==> src/rtl/fft_seq.sv <==
// rtl/fft_seq.sv - Load / per-stage handshake / unload sequencer for the banked in-place FFT.
// Adds abort, a per-stage watchdog with sticky error, and a 2-entry output skid buffer.
module fft_seq #(
  parameter int WORDSIZE   = 16,
  parameter int NUMSAMPLES = 32,
  parameter int NUMBANKS   = 4,
  parameter int ADDRSIZE   = 3,
  parameter int NUMSTAGES  = 5,
  parameter int STGW       = 3,
  parameter int TIMEOUT    = 255
) (
  input  logic                         clk,
  input  logic                         rst_n,
  input  logic                         start,
  input  logic                         abort,
  output logic                         busy,
  output logic                         done,
  output logic                         error,
  input  logic                         in_valid,
  output logic                         in_ready,
  input  logic [NUMBANKS*WORDSIZE-1:0] in_data,
  output logic                         ram_sel,
  output logic                         ram_wr_en,
  output logic [ADDRSIZE-1:0]          ram_wr_addr,
  output logic [NUMBANKS*WORDSIZE-1:0] ram_wr_data,
  output logic                         ram_rd_en,
  output logic [ADDRSIZE-1:0]          ram_rd_addr,
  input  logic [NUMBANKS*WORDSIZE-1:0] ram_rd_data,
  output logic                         stg_start,
  output logic [STGW-1:0]              stg_num,
  input  logic                         stg_done,
  output logic                         out_valid,
  input  logic                         out_ready,
  output logic [NUMBANKS*WORDSIZE-1:0] out_data
);
  localparam int DW = NUMBANKS * WORDSIZE;
  localparam logic [ADDRSIZE:0] LAST_BEAT = (ADDRSIZE+1)'(NUMSAMPLES / NUMBANKS - 1);
  localparam logic [ADDRSIZE:0] ONE_A     = (ADDRSIZE+1)'(1);
  localparam logic [STGW-1:0]   LAST_STG  = STGW'(NUMSTAGES - 1);
  localparam logic [16:0]       TMO       = 17'(TIMEOUT);

  typedef enum logic [2:0] {
    S_IDLE, S_LOAD, S_ISSUE, S_WAIT, S_UNLOAD, S_FIN, S_ERROR
  } state_t;

  state_t            state_q, state_d;
  logic [ADDRSIZE:0] ld_addr_q, ld_addr_d;
  logic [ADDRSIZE:0] rd_addr_q, rd_addr_d;
  logic [ADDRSIZE:0] out_cnt_q, out_cnt_d;
  logic [STGW-1:0]   stg_num_q, stg_num_d;
  logic [15:0]       wdog_q, wdog_d;
  logic              error_q, error_d;
  logic              rd_pend_q, rd_pend_d;
  logic [1:0]        sk_cnt_q, sk_cnt_d;
  logic [DW-1:0]     sk0_q, sk0_d, sk1_q, sk1_d;
  logic              wr_fire, rd_fire, pop;
  logic [1:0]        base;

  always_comb begin
    state_d   = state_q;
    ld_addr_d = ld_addr_q;
    rd_addr_d = rd_addr_q;
    out_cnt_d = out_cnt_q;
    stg_num_d = stg_num_q;
    wdog_d    = wdog_q;
    error_d   = error_q;
    sk0_d     = sk0_q;
    sk1_d     = sk1_q;
    wr_fire   = 1'b0;
    rd_fire   = 1'b0;
    pop       = (sk_cnt_q != 2'd0) && out_ready;
    // Skid entry 0 is the head; a capture lands just behind whatever survives this cycle's pop.
    base      = sk_cnt_q - {1'b0, pop};
    sk_cnt_d  = base + {1'b0, rd_pend_q};
    if (pop) sk0_d = sk1_q;
    if (rd_pend_q) begin
      if (base == 2'd0) sk0_d = ram_rd_data;
      else              sk1_d = ram_rd_data;
    end

    case (state_q)
      S_IDLE, S_ERROR: begin
        if (start) begin
          state_d   = S_LOAD;
          ld_addr_d = '0;
          rd_addr_d = '0;
          out_cnt_d = '0;
          stg_num_d = '0;
          error_d   = 1'b0;
        end
      end
      S_LOAD: begin
        if (in_valid) begin
          wr_fire   = 1'b1;
          ld_addr_d = ld_addr_q + ONE_A;
          if (ld_addr_q == LAST_BEAT) state_d = S_ISSUE;
        end
      end
      S_ISSUE: begin
        wdog_d  = '0;
        state_d = S_WAIT;
      end
      S_WAIT: begin
        wdog_d = wdog_q + 16'd1;
        if (stg_done) begin
          if (stg_num_q == LAST_STG) state_d = S_UNLOAD;
          else begin
            stg_num_d = stg_num_q + STGW'(1);
            state_d   = S_ISSUE;
          end
        end else if ({1'b0, wdog_q} + 17'd2 >= TMO) begin
          // error becomes visible exactly TIMEOUT cycles after the stage's stg_start
          state_d = S_ERROR;
          error_d = 1'b1;
        end
      end
      S_UNLOAD: begin
        if (rd_addr_q <= LAST_BEAT && sk_cnt_d < 2'd2) begin
          rd_fire   = 1'b1;
          rd_addr_d = rd_addr_q + ONE_A;
        end
        if (pop) begin
          out_cnt_d = out_cnt_q + ONE_A;
          if (out_cnt_q == LAST_BEAT) state_d = S_FIN;
        end
      end
      S_FIN:   state_d = S_IDLE;
      default: state_d = S_IDLE;
    endcase

    rd_pend_d = rd_fire;
    if (abort) begin
      state_d   = S_IDLE;
      error_d   = 1'b0;
      wr_fire   = 1'b0;
      rd_fire   = 1'b0;
      rd_pend_d = 1'b0;
      sk_cnt_d  = 2'd0;
    end
  end

  always_ff @(posedge clk or negedge rst_n) begin
    if (!rst_n) begin
      state_q   <= S_IDLE;
      ld_addr_q <= '0;
      rd_addr_q <= '0;
      out_cnt_q <= '0;
      stg_num_q <= '0;
      wdog_q    <= '0;
      error_q   <= 1'b0;
      rd_pend_q <= 1'b0;
      sk_cnt_q  <= 2'd0;
      sk0_q     <= '0;
      sk1_q     <= '0;
    end else begin
      state_q   <= state_d;
      ld_addr_q <= ld_addr_d;
      rd_addr_q <= rd_addr_d;
      out_cnt_q <= out_cnt_d;
      stg_num_q <= stg_num_d;
      wdog_q    <= wdog_d;
      error_q   <= error_d;
      rd_pend_q <= rd_pend_d;
      sk_cnt_q  <= sk_cnt_d;
      sk0_q     <= sk0_d;
      sk1_q     <= sk1_d;
    end
  end

  assign busy        = !(state_q == S_IDLE || state_q == S_ERROR);
  assign done        = (state_q == S_FIN);
  assign error       = error_q;
  assign in_ready    = (state_q == S_LOAD) && !abort;
  assign ram_sel     = !(state_q == S_ISSUE || state_q == S_WAIT);
  assign ram_wr_en   = wr_fire;
  assign ram_wr_addr = ld_addr_q[ADDRSIZE-1:0];
  assign ram_wr_data = in_data;
  assign ram_rd_en   = rd_fire;
  assign ram_rd_addr = rd_addr_q[ADDRSIZE-1:0];
  assign stg_start   = (state_q == S_ISSUE) && !abort;
  assign stg_num     = stg_num_q;
  assign out_valid   = (sk_cnt_q != 2'd0);
  assign out_data    = sk0_q;

endmodule

==> config.mk <==
export PLATFORM = sky130hd
export DESIGN_NAME = fft_seq
export DESIGN_NICKNAME = d
export VERILOG_FILES = /design/src/rtl/fft_seq.sv
export SDC_FILE = /design/constraint.sdc
export NUM_CORES = 1
export LEC_CHECK = 0
export ABC_CLOCK_PERIOD_IN_PS = 2700
export CAP_MARGIN = 20
export CORE_MARGIN = 5
export CORE_UTILIZATION = 41
export DETAILED_ROUTE_END_ITERATION = 10
export PLACE_DENSITY = 0.76
export SLEW_MARGIN = 20
export SYNTH_ARGS = -nofsm -noshare
export SYNTH_HDL_FRONTEND = slang
export SYNTH_SLANG_ARGS = --single-unit
==> constraint.sdc <==
create_clock -name clk -period 2.7 [get_ports clk]
set_clock_uncertainty 0.2 [all_clocks]
set_input_delay 0.54 -clock clk [delete_from_list [all_inputs] [get_ports clk]]
set_output_delay 0.54 -clock clk [all_outputs]
set_load 0.01 [all_outputs]
======== Word level (Yosys, flattened, before mapping) ========
Index checks and enable logic that the tools add are counted.
operators by class
  add/sub/neg operators ................... 8
  order comparisons ....................... 3
  equality and inequality tests ........... 23
  multiplexer cells ....................... 37
  bitwise logic cells ..................... 1
  reduce and logical (&&, ||, !) cells .... 25
operators by type and width
  kind                                                                                  count
  64-bit 2-to-1 mux                                                                     3
  3-bit 2-to-1 mux                                                                      12
  16-bit case mux with 2 select lines                                                   1
  4-bit case mux with 2 select lines                                                    3
  3-bit != test, second input constant                                                  7
  16-bit by 2-bit adder with 17-bit output, second input constant                       1
  17-bit by 8-bit greater-or-equal comparator with 1-bit output, second input constant  1
  16-bit by 1-bit adder with 16-bit output, second input constant                       1
  4-bit 2-to-1 mux                                                                      4
  3-bit case mux with 5 select lines                                                    1
  4-bit by 1-bit adder with 4-bit output, second input constant                         3
  3-bit equality test, second input constant                                            4
  2-bit != test, second input constant                                                  6
  1-bit 2-to-1 mux                                                                      10
  2-bit nonzero test                                                                    5
  3-bit AND reduction                                                                   3
  4-bit by 3-bit equality test with 1-bit output, second input constant                 2
  4-bit AND reduction                                                                   2
  3-bit by 2-bit equality test with 1-bit output, second input constant                 2
  3-bit case mux with 2 select lines                                                    1
  6-bit AND reduction                                                                   1
  4-bit by 3-bit less-or-equal comparator with 1-bit output, second input constant      1
  1-bit logical AND                                                                     4
  4-bit != test, second input constant                                                  1
  other kinds (15)                                                                      18
word-level totals
  register bits after elaboration ......... 166
  bits of input ports ..................... 135
  output and inout bits ................... 146
  word-level logic and storage cells ...... 108

======== Depth between registers and ports, before layout ========
Gate-level depths: netlist of the first run.
  depth in word-level cells ............... 9
  mapped depth ............................ 11

======== Worst setup path before layout of the first run ========
No wires, ideal clock.
  path type ............................... input to output
  start point ............................. input out_ready
  end point ............................... output ram_rd_en
  arrival time ............................ 2213 ps
  setup slack ............................. -253 ps
  stages .................................. 9
  path buffers ............................ 1
  cells stage by stage .................... o21ai_1 > inv_1 > clkbuf_1 > ha_1 > inv_1 > ha_1 > xnor2_1 > or3_1 > nor2_1
between the ends
  longest elaborated chain between the ends .. 8
ends and longest elaborated chain
  element                                      RTL line  RTL
  start: declaration                           33        input logic out_ready,
  1-bit logical AND                            71        pop = (sk_cnt_q != 2'd0) && out_ready;
  2-bit by 1-bit subtractor with 2-bit output  73        base = sk_cnt_q - {1'b0, pop};
  2-bit by 1-bit adder with 2-bit output       74        sk_cnt_d = base + {1'b0, rd_pend_q};
  2-bit less-than comparator                   118       if (rd_addr_q <= LAST_BEAT && sk_cnt_d < 2'd2) begin
  1-bit logical AND                            118
  1-bit 2-to-1 mux                             118
  1-bit 2-to-1 mux                             81        case (state_q)
  1-bit 2-to-1 mux                             132       if (abort) begin
  end: declaration                             26        output logic ram_rd_en,
Every way passes these cells.

======== Worst setup path in the final report of the first run ========
  start point ............................. register sk_cnt_q[1]
  end point ............................... output ram_rd_en
between the ends
  longest elaborated chain between the ends .. 9
ends and longest elaborated chain
  element                                          RTL line  RTL
  start: declaration                               54        logic [1:0] sk_cnt_q, sk_cnt_d;
  start signal: assignment                         164       sk_cnt_q <= sk_cnt_d;
  2-bit nonzero test                               71
  1-bit logical AND                                71
  2-bit by 1-bit subtractor with 2-bit output (*)  73
  2-bit by 1-bit adder with 2-bit output (*)       74
  2-bit less-than comparator (*)                   118
  1-bit logical AND (*)                            118
  1-bit 2-to-1 mux (*)                             118
  1-bit 2-to-1 mux (*)                             81
  1-bit 2-to-1 mux (*)                             132
Mark *: on every way between the ends. The rest lies on a longest branch, timed or not.

==> results list, run 1 <==
- The layout has roughly 1700 filler cells.
- Routability-driven placement finished with a final weighted congestion of 0.8043.
- Max-cap violations in this run came to 0.
- Clock latency of the later-clocked register in the worst-skew pair: around 0.42 ns
- Placed Cells incl. Taps: 1168
- The share of the Yosys chip area taken by registers is 0.5098.
- In this run, synthesis inferred 0 flip-flops with an integrated enable.
- Of the total synthesized cell area, the portion taken by full adders, half adders and majority gates is 0.01689.
- The finished cells cover around 10000 um^2.
- Of the cells placed in the final design, the portion with a size suffix greater than 1 is 0.1715.
- Fin worst setup slack: -0.2728 ns
* Top-level I/O count: 281
- Of the total synthesized cell area, the portion taken by XOR and XNOR cells is 0.007525.
- Maximum VDD drop: approximately 0.45 mV
- Top achievable clock speed: roughly 0.34 GHz
- After layout, the design draws a total of roughly 8600 uW.
- Antenna violations before repair: 0
- Final instance count without filler cells: 1204
* TritonCTS clock tree: done
- Static Leak: approximately 0.0045 uW
* Hpwl dp: 12850 um
* Arrival time of data at the critical path endpoint: between 2 and 2.5 ns
* Tot GR Track Use: 0.1705
- The portion of synthesized area spent on multiplexers is 0.09736.
- During placement, the flow inserted port buffers numbering 152.
- Final Max Tran Viols: 0
* DRT Pass-1 Iters: 4
* Via-to-Cell Ratio: 5.199
* RSZ-0062 raised after global routing: yes
- Clock slew at reported path FFs: 0.07 ns
- #FFs+latches synth: 166
- In this run the tightest slew margin relative to its limit is 0.4369.
* Post-route antenna net violation count: 0
* Crit end category: primary output
- Area delta synth->final: 26.78%
- Of the available clock period, the critical path in the final layout requires 1.101.
- The share of the synthesized area in compound gates (AO/OA/AOI/OAI) was 0.09966.
* Placed Area: 9668 um^2
* Floorplan row count: 51
- During synthesis, Yosys emitted a total of 0 warnings.
* Final global-route overflow total: 0
* DRC viols: 0
- The number of nets handed over by synthesis was 982.
* Mean cell area of the mapped netlist: 9.746 um^2
- By area, the combinational part of the netlist is dominated by simple AND/OR/NAND/NOR gates.
- Of the total synthesized cell area, the portion taken by AND, OR, NAND and NOR gates is 0.1726.
- Fin nets: 1072
- Power per Cell Area: between 800 and 900 nW/um^2
- DR vias: 6260
- Subtracting the final worst setup slack from the clock period gives 2.973 ns.
- Clock Path Buffers: 2
- Result of the run: finished, violations left
* Cts bufs inserted: 17
* Worst hold path class: reg2reg
* Average detailed-routed wire length per instance: approximately 16 um
- Clock sink count: 166
- Most used DFF post-synth: dfrtp_1
- After synthesis the cells add up to approximately 8000 um^2.
- Once layout is complete, the utilization of the core stands at 0.5290.
* CP Data Required Time: 1.96 ns
- The number of antenna diodes in the final layout is 0.
* Type of element launching the critical path: register
- Counting flops with an async set or reset pin after synthesis yields a share of 1.000.
- The checks that failed: negative setup slack.
- Area of the core: 19530 um^2
- Via count of the first global-routing pass: 6196
- For this configuration, the core starts out at a cell density of 0.4173.
- From left edge to right edge, the die measures 151.0 um.
- In this run the number of H-tree levels came out at 4.
- Maximum number of pins on one net before global-route repair: roughly 70
* Number of unique standard cell types used by synthesis: 52
- The first global-routing pass estimated 31120 um of wire.
- Vert. Die Dim: 151.0 um
- The critical path is of the reg2out type.
- Actual transition at the worst max-transition pin: 0.8447 ns
- Along the worst path, the maximum fanout reaches 2.
- Full die area: 22790 um^2
- In the final timing run, aggregate negative setup slack is -0.6217 ns.
- Worst-case register-to-register setup slack: around 0.24 ns
* Iter 0 DRT Violations: 295
* Total routed wirelength: 19320 um
- Number of cells produced by synthesis: approximately 840
- The number of hold-slack violations in the final timing report is 0.
- Final setup violating endpoints: 4
- Clock Tree Root: clkbuf_16
==> cell type report <==
class	instances	area, um^2	share of cell area
Sequential cell	166	4154	0.4021
Multi-Input combinational cell	539	3307	0.3201
Timing Repair Buffer	191	1893	0.1833
Clock buffer	17	425.4	0.04118
Tap cell	265	331.6	0.03210
Clock inverter	15	177.7	0.01720
Inverter	11	41.29	0.003997
==> cells by family after synthesis <==
group | Yosys count
multiplexers | 71
adder cells (fa/ha/maj) | 11
XOR/XNOR | 7
AO/OA/AOI/OAI | 129
AND/OR/NAND/NOR | 321
buffers and inverters | 131
flip-flops | 166
==> worst max-delay path, cell delays in order (launching register included) <==
cell,delay (ns)
dfrtp_1,0.41
o21ai_4,0.17
inv_2,0.07
ha_4,0.26
inv_2,0.04
ha_4,0.15
xnor2_2,0.14
or3_4,0.36
nor2_4,0.10
buf_6,0.11
==> final timing paths <==
check,startpoint,endpoint,cells past startpoint
max in group asynchronous,rst_n,ld_addr_q[0],3
setup / recovery,sk_cnt_q[1],ram_rd_en,9
min in group asynchronous,rst_n,sk1_q[11],2
setup reg to reg,sk_cnt_q[1],out_cnt_q[2],8
hold / removal,sk1_q[60],sk1_q[60],1
hold reg to reg,sk1_q[60],sk1_q[60],1
==> synth_stat cells (all sizes together) (2+ instances only) <==
library cell,instances,area share
nor3,17,0.010
xor2,3,0.0032
ha,11,0.017
and2,3,0.0023
o21ai,27,0.017
o31ai,5,0.0052
a21oi,12,0.0074
nand4,7,0.0098
nor4,2,0.0015
o211ai,3,0.0034
a31oi,66,0.051
xnor2,4,0.0043
a21boi,2,0.0018
nor2,87,0.040
inv,11,0.0051
or3,6,0.0046
mux2i,5,0.0061
buf,91,0.078
nor3b,2,0.0018
nand2,166,0.076
nand2b,4,0.0031
nor2b,3,0.0023
clkbuf,29,0.013
nand3,16,0.0098
nand3b,2,0.0018
a22o,4,0.0043
mux2,66,0.091
a211oi,2,0.0018
dfrtp,166,0.51
==> per-stage QoR <==
step           hold WS, ns  setup WS (ns)
2_1_floorplan      0.04441       0.005133
3_3_place_gp        0.2841        -0.9416
3_5_place_dp        0.2867        -0.9366
4_1_cts             0.3109        -0.3027
5_1_grt             0.3244        -0.3522
6_report            0.3070        -0.2728
==> flip-flops by register name, summed over array words and instances, names as in the netlist, 2 cells and up <==
| signal | flops |
|---|---|
| out_data | 64 |
| sk1_q | 64 |
| wdog_q | 16 |
| ld_addr_q | 4 |
| out_cnt_q | 4 |
| rd_addr_q | 4 |
| state_q | 3 |
| stg_num | 3 |
| sk_cnt_q | 2 |
==> layout by cell type (no fill, tap or decap), types with 3 or more instances in the layout <==
cell             instances
inv_6                    4
o31ai_1                  4
buf_4                   32
nand4_1                  4
ha_1                     9
a31oi_1                 66
clkbuf_16               17
clkdlybuf4s50_1        149
nor3_1                  16
inv_1                    8
nand2_1                166
nand2b_1                 4
inv_2                    3
mux2_2                  66
nor2_1                  86
a22o_1                   4
a21oi_1                 12
inv_8                    5
dfrtp_1                166
or3_1                    5
nand3_1                 15
buf_12                   6
xor2_1                   3
o21ai_0                 24
mux2i_1                  5
==> routing by layer <==
| metal | wire length, um | track usage | up-vias | part of all wire |
|---|---|---|---|---|
| met5 | 0 | 0 | - | 0 |
| met4 | 263 | 0.04669 | 0 | 0.014 |
| met3 | 1258 | 0.04967 | 31 | 0.065 |
| met2 | 9363 | 0.2742 | 149 | 0.48 |
| met1 | 8433 | 0.2262 | 3108 | 0.44 |
| li1 | - | - | 2972 | - |
==> what timing repair did <==
item | CTS | global route
buffers inserted | 3 | 0
hold buffers | 1 | 0
pin swaps | 5 | 0
setup endpoints to repair | 5 | 6
resized for setup | 13 | 0
endpoints found under the hold margin | 38 | 0
==> power by group <==
part | internal (uW) | switching, uW | total, uW
Combinational | 1390 | 1380 | 2770
Clock | 1330 | 1130 | 2460
Sequential | 2970 | 347 | 3320
No activity file was read; power rests on OpenSTA's default activity.
==> inputs of run 2 (changes only) <==
--- a/config.mk
+++ b/config.mk
@@ -7,10 +7,11 @@
 export LEC_CHECK = 0
 export ABC_CLOCK_PERIOD_IN_PS = 2700
 export CAP_MARGIN = 20
-export CORE_MARGIN = 5
-export CORE_UTILIZATION = 41
+export CORE_MARGIN = 1
+export CORE_UTILIZATION = 43
+export CTS_BUF_LIST = sky130_fd_sc_hd__clkbuf_4
 export DETAILED_ROUTE_END_ITERATION = 10
-export PLACE_DENSITY = 0.76
+export PLACE_DENSITY = 0.8
 export SLEW_MARGIN = 20
 export SYNTH_ARGS = -nofsm -noshare
 export SYNTH_HDL_FRONTEND = slang
==> run 2 against run 1 <==
Effect of this change: the run still ends with negative setup slack left; design area decreased by 3.0%; via count decreased by 0.40%; non-clock buffer count unchanged; worst hold slack got worse by 0.035 ns; core utilization increased by 1.9 points; global-route usage increased by 2.7 points; critical path type unchanged; highest routed layer unchanged.
==> results list, run 2 (same netlist as run 1, synthesis figures left out) <==
- Fin worst setup slack: -0.4335 ns (-0.1607 ns)
- Hpwl dp: 12700 um (-1.2%)
- The number of hold-slack violations in the final timing report came to 0 (unchanged).
* Slowest-stage cell, CP: dfrtp_1
- The worst slew margin relative to its limit is 0.4764 (+0.03953).
- Maximum VDD drop: 0.4323 mV (-4.3%)
- The number of buffers created by CTS is 17 (unchanged).
- Average detailed-routed wire length per instance: 16.12 um (+0.48%)
* Final global-route overflow total: 0 (unchanged)
- Antenna violations before repair: 1 (+1)
- DRT Pass-1 Iters: 6 (+2)
- Sequential cell area in the final layout: 4155 um^2 (about the same)
- The vertical die dimension is 139.7 um (-7.5%).
- The count of nets after finishing is 1072 (unchanged).
- TritonCTS built the clock tree.
- The met1 wire length is 8011 um (-5.0%).
* Post-route antenna net violation count: 0 (unchanged)
* Length in cells of the worst reg-to-reg path: 12 (+4)
* DRC viols: 0 (unchanged)
- The path class of the tightest hold or removal check is in2async.
- The number of max-cap violations was 0 (unchanged).
- The maximum buffer depth of the clock tree is 2 (unchanged).
* Share of the clock period used by the worst path: 1.161 (+0.05951)
- Final TNS setup: -0.4335 ns (+0.1882 ns)
- Cells along the critical path: o21ai_4 -> inv_2 -> ha_4 -> inv_2 -> ha_4 -> xnor2_2 -> or3_4 -> nor2_4 -> buf_6
- The clock insertion delay at the later pin of the skew report is 0.56 ns (+0.14 ns).
- Clock sink count: 166 (unchanged)
* Final setup violating endpoints: 1 (-3)
- The die footprint was 19500 um^2 (-14%).
- The wire length on met3 is 1229 um (-2.3%).
* Cell depth of the worst setup path: 9 (unchanged)
- The detailed-route wire length came to 18850 um (-2.4%).
- Top-level I/O count: 281 (unchanged)
- Area of the core: 18270 um^2 (-6.4%)
- Critical path type: reg2out
- Via-to-Cell Ratio: 5.334 (+2.6%)
* Critical path fanouts, max: 2 (unchanged)
* Type of element launching the critical path: register
* DR top layer: met4
- Maximum level of the CTS H-tree: 4 (unchanged)
* Initial cell density of the core: 0.4460 (+0.02869)
* Worst-case register-to-register setup slack: 0.39 ns (+0.15 ns)
- The die outline width came to 139.7 um (-7.5%).
* Final Hold Slack: 0.2718 ns (-0.03526 ns)
- The worst path arrival time is 2.39 ns (+0.16 ns).
* CP Data Required Time: 1.96 ns (about the same)
- The final critical path time including I/O delays and setup was 3.133 ns (+0.1607 ns).
* Crit Reg-Reg Startpoint: sk_cnt_q[0]
* Failing checks: negative setup slack
- Final Max Tran Viols: 0 (unchanged)
- Clock slew at reported path FFs: 0.15 ns (+0.08 ns)
- Global placement routability congestion: 0.8298 (+3.2%)
- The ratio of total power to cell area is 762.1 nW/um^2 (-8.0%).
- The via count came to 6235 (-0.40%).
- The largest net degree at the start of global routing is 68 (unchanged).
- Met2 Wirelength: 9022 um (-3.6%)
* Number of I/O port buffers: 152 (unchanged)
- The library cell used most frequently in the layout, excluding fill and tap cells, is nand2_1.
* Floorplan row count: 49 (-3.9%)
* Crit end category: primary output
- Number of fillers in the final layout: 1599 (-8.4%)
- The count of buffer and inverter cells on the critical path was 3 (unchanged).
- Area delta synth->final: 22.96%
- The static power due to leakage came to 0.004455 uW (-1.3%).
* Actual transition at the worst max-transition pin: 0.7854 ns (-0.05929 ns)
* Layout cells sized above 1: 0.1768 (+0.005325)
* Total area of multi-input combinational cells: 3328 um^2 (+0.64%)
- Endpoint of the worst register-to-register path: rd_addr_q[2]
- Commonest non-fill, non-tap cells in the layout: nand2_1 (166), dfrtp_1 (165), clkdlybuf4s50_1 (143)
- Via count of the first global-routing pass: 6100 (-1.5%)
- Result of the run: finished, violations left
- The delay of the slowest cell on the worst path was 0.44 ns (+0.03 ns).
- Iter 0 DRT Violations: 294 (-0.34%)
- Cell family contributing the most delay on the critical path: simple AND/OR/NAND/NOR gates
- Clock Tree Root: clkbuf_4
- RSZ-0062 raised after global routing: yes
* Top achievable clock speed: 0.3191 GHz (-5.1%)
* Tot GR Track Use: 0.1976 (+0.02704)
- The first-pass GRT wire length came to 30590 um (-1.7%).
-- run 2: worst register-to-register path: cells and delay by family, from the launching register on --
kind,cells,cell delay (ns)
compound gates,2,0.37
flops,1,0.44
fa+ha+maj,2,0.41
buf+inv,4,0.38
xor+xnor,2,0.34
simple gates,2,0.09
-- run 2: how the worst max path moves through the flow --
stage                            to   startpoint
after floorplan           ram_rd_en    out_ready
after global placement    ram_rd_en    out_ready
after detailed placement  ram_rd_en    out_ready
after CTS                 ram_rd_en  sk_cnt_q[1]
after global routing      ram_rd_en  sk_cnt_q[0]
final                     ram_rd_en  sk_cnt_q[0]
-- run 2: layout make-up --
class	instances	share of cell area
Timing Repair Buffer	191	0.1893
Clock buffer	17	0.01274
Clock inverter	15	0.01773
Antenna cell	1	0.0002498
Tap cell	229	0.02860
Inverter	11	0.004371
Multi-Input combinational cell	539	0.3322
Sequential cell	166	0.4148
-- run 2: power breakdown --
part	total, uW	switching [uW]	internal (uW)
clock	1540	1030	516
sequential	3290	326	2960
combinational	2800	1430	1370
total	7630	2780	4850
-- run 2: stage by stage --
step                      std cells  instance area, um^2  setup WS (ns)  power [uW]  utilization
after floorplan                 836                 8204       0.005133        4773            -
after global placement         1129                 9600        -0.8976        5976       0.5255
after detailed placement       1129                 9600        -0.9044        6060       0.5255
after CTS                      1163                 9941        -0.4901        7635       0.5441
after global routing           1169                10020        -0.5850        8087       0.5484
final                          1169                10020        -0.4335        7635       0.5484
-- run 2: layer usage --
layer	track usage	up-vias
met5	0	-
met1	0.2449	3041
met4	0.09485	0
met3	0.05781	48
met2	0.3168	181
li1	-	2965
-- run 2: repair_timing --
item,CTS,global route
setup buffers,1,5
hold buffers,1,0
pin swaps,5,3
endpoints found under the hold margin,47,0
gates resized for setup,11,19
setup endpoints to repair,8,7
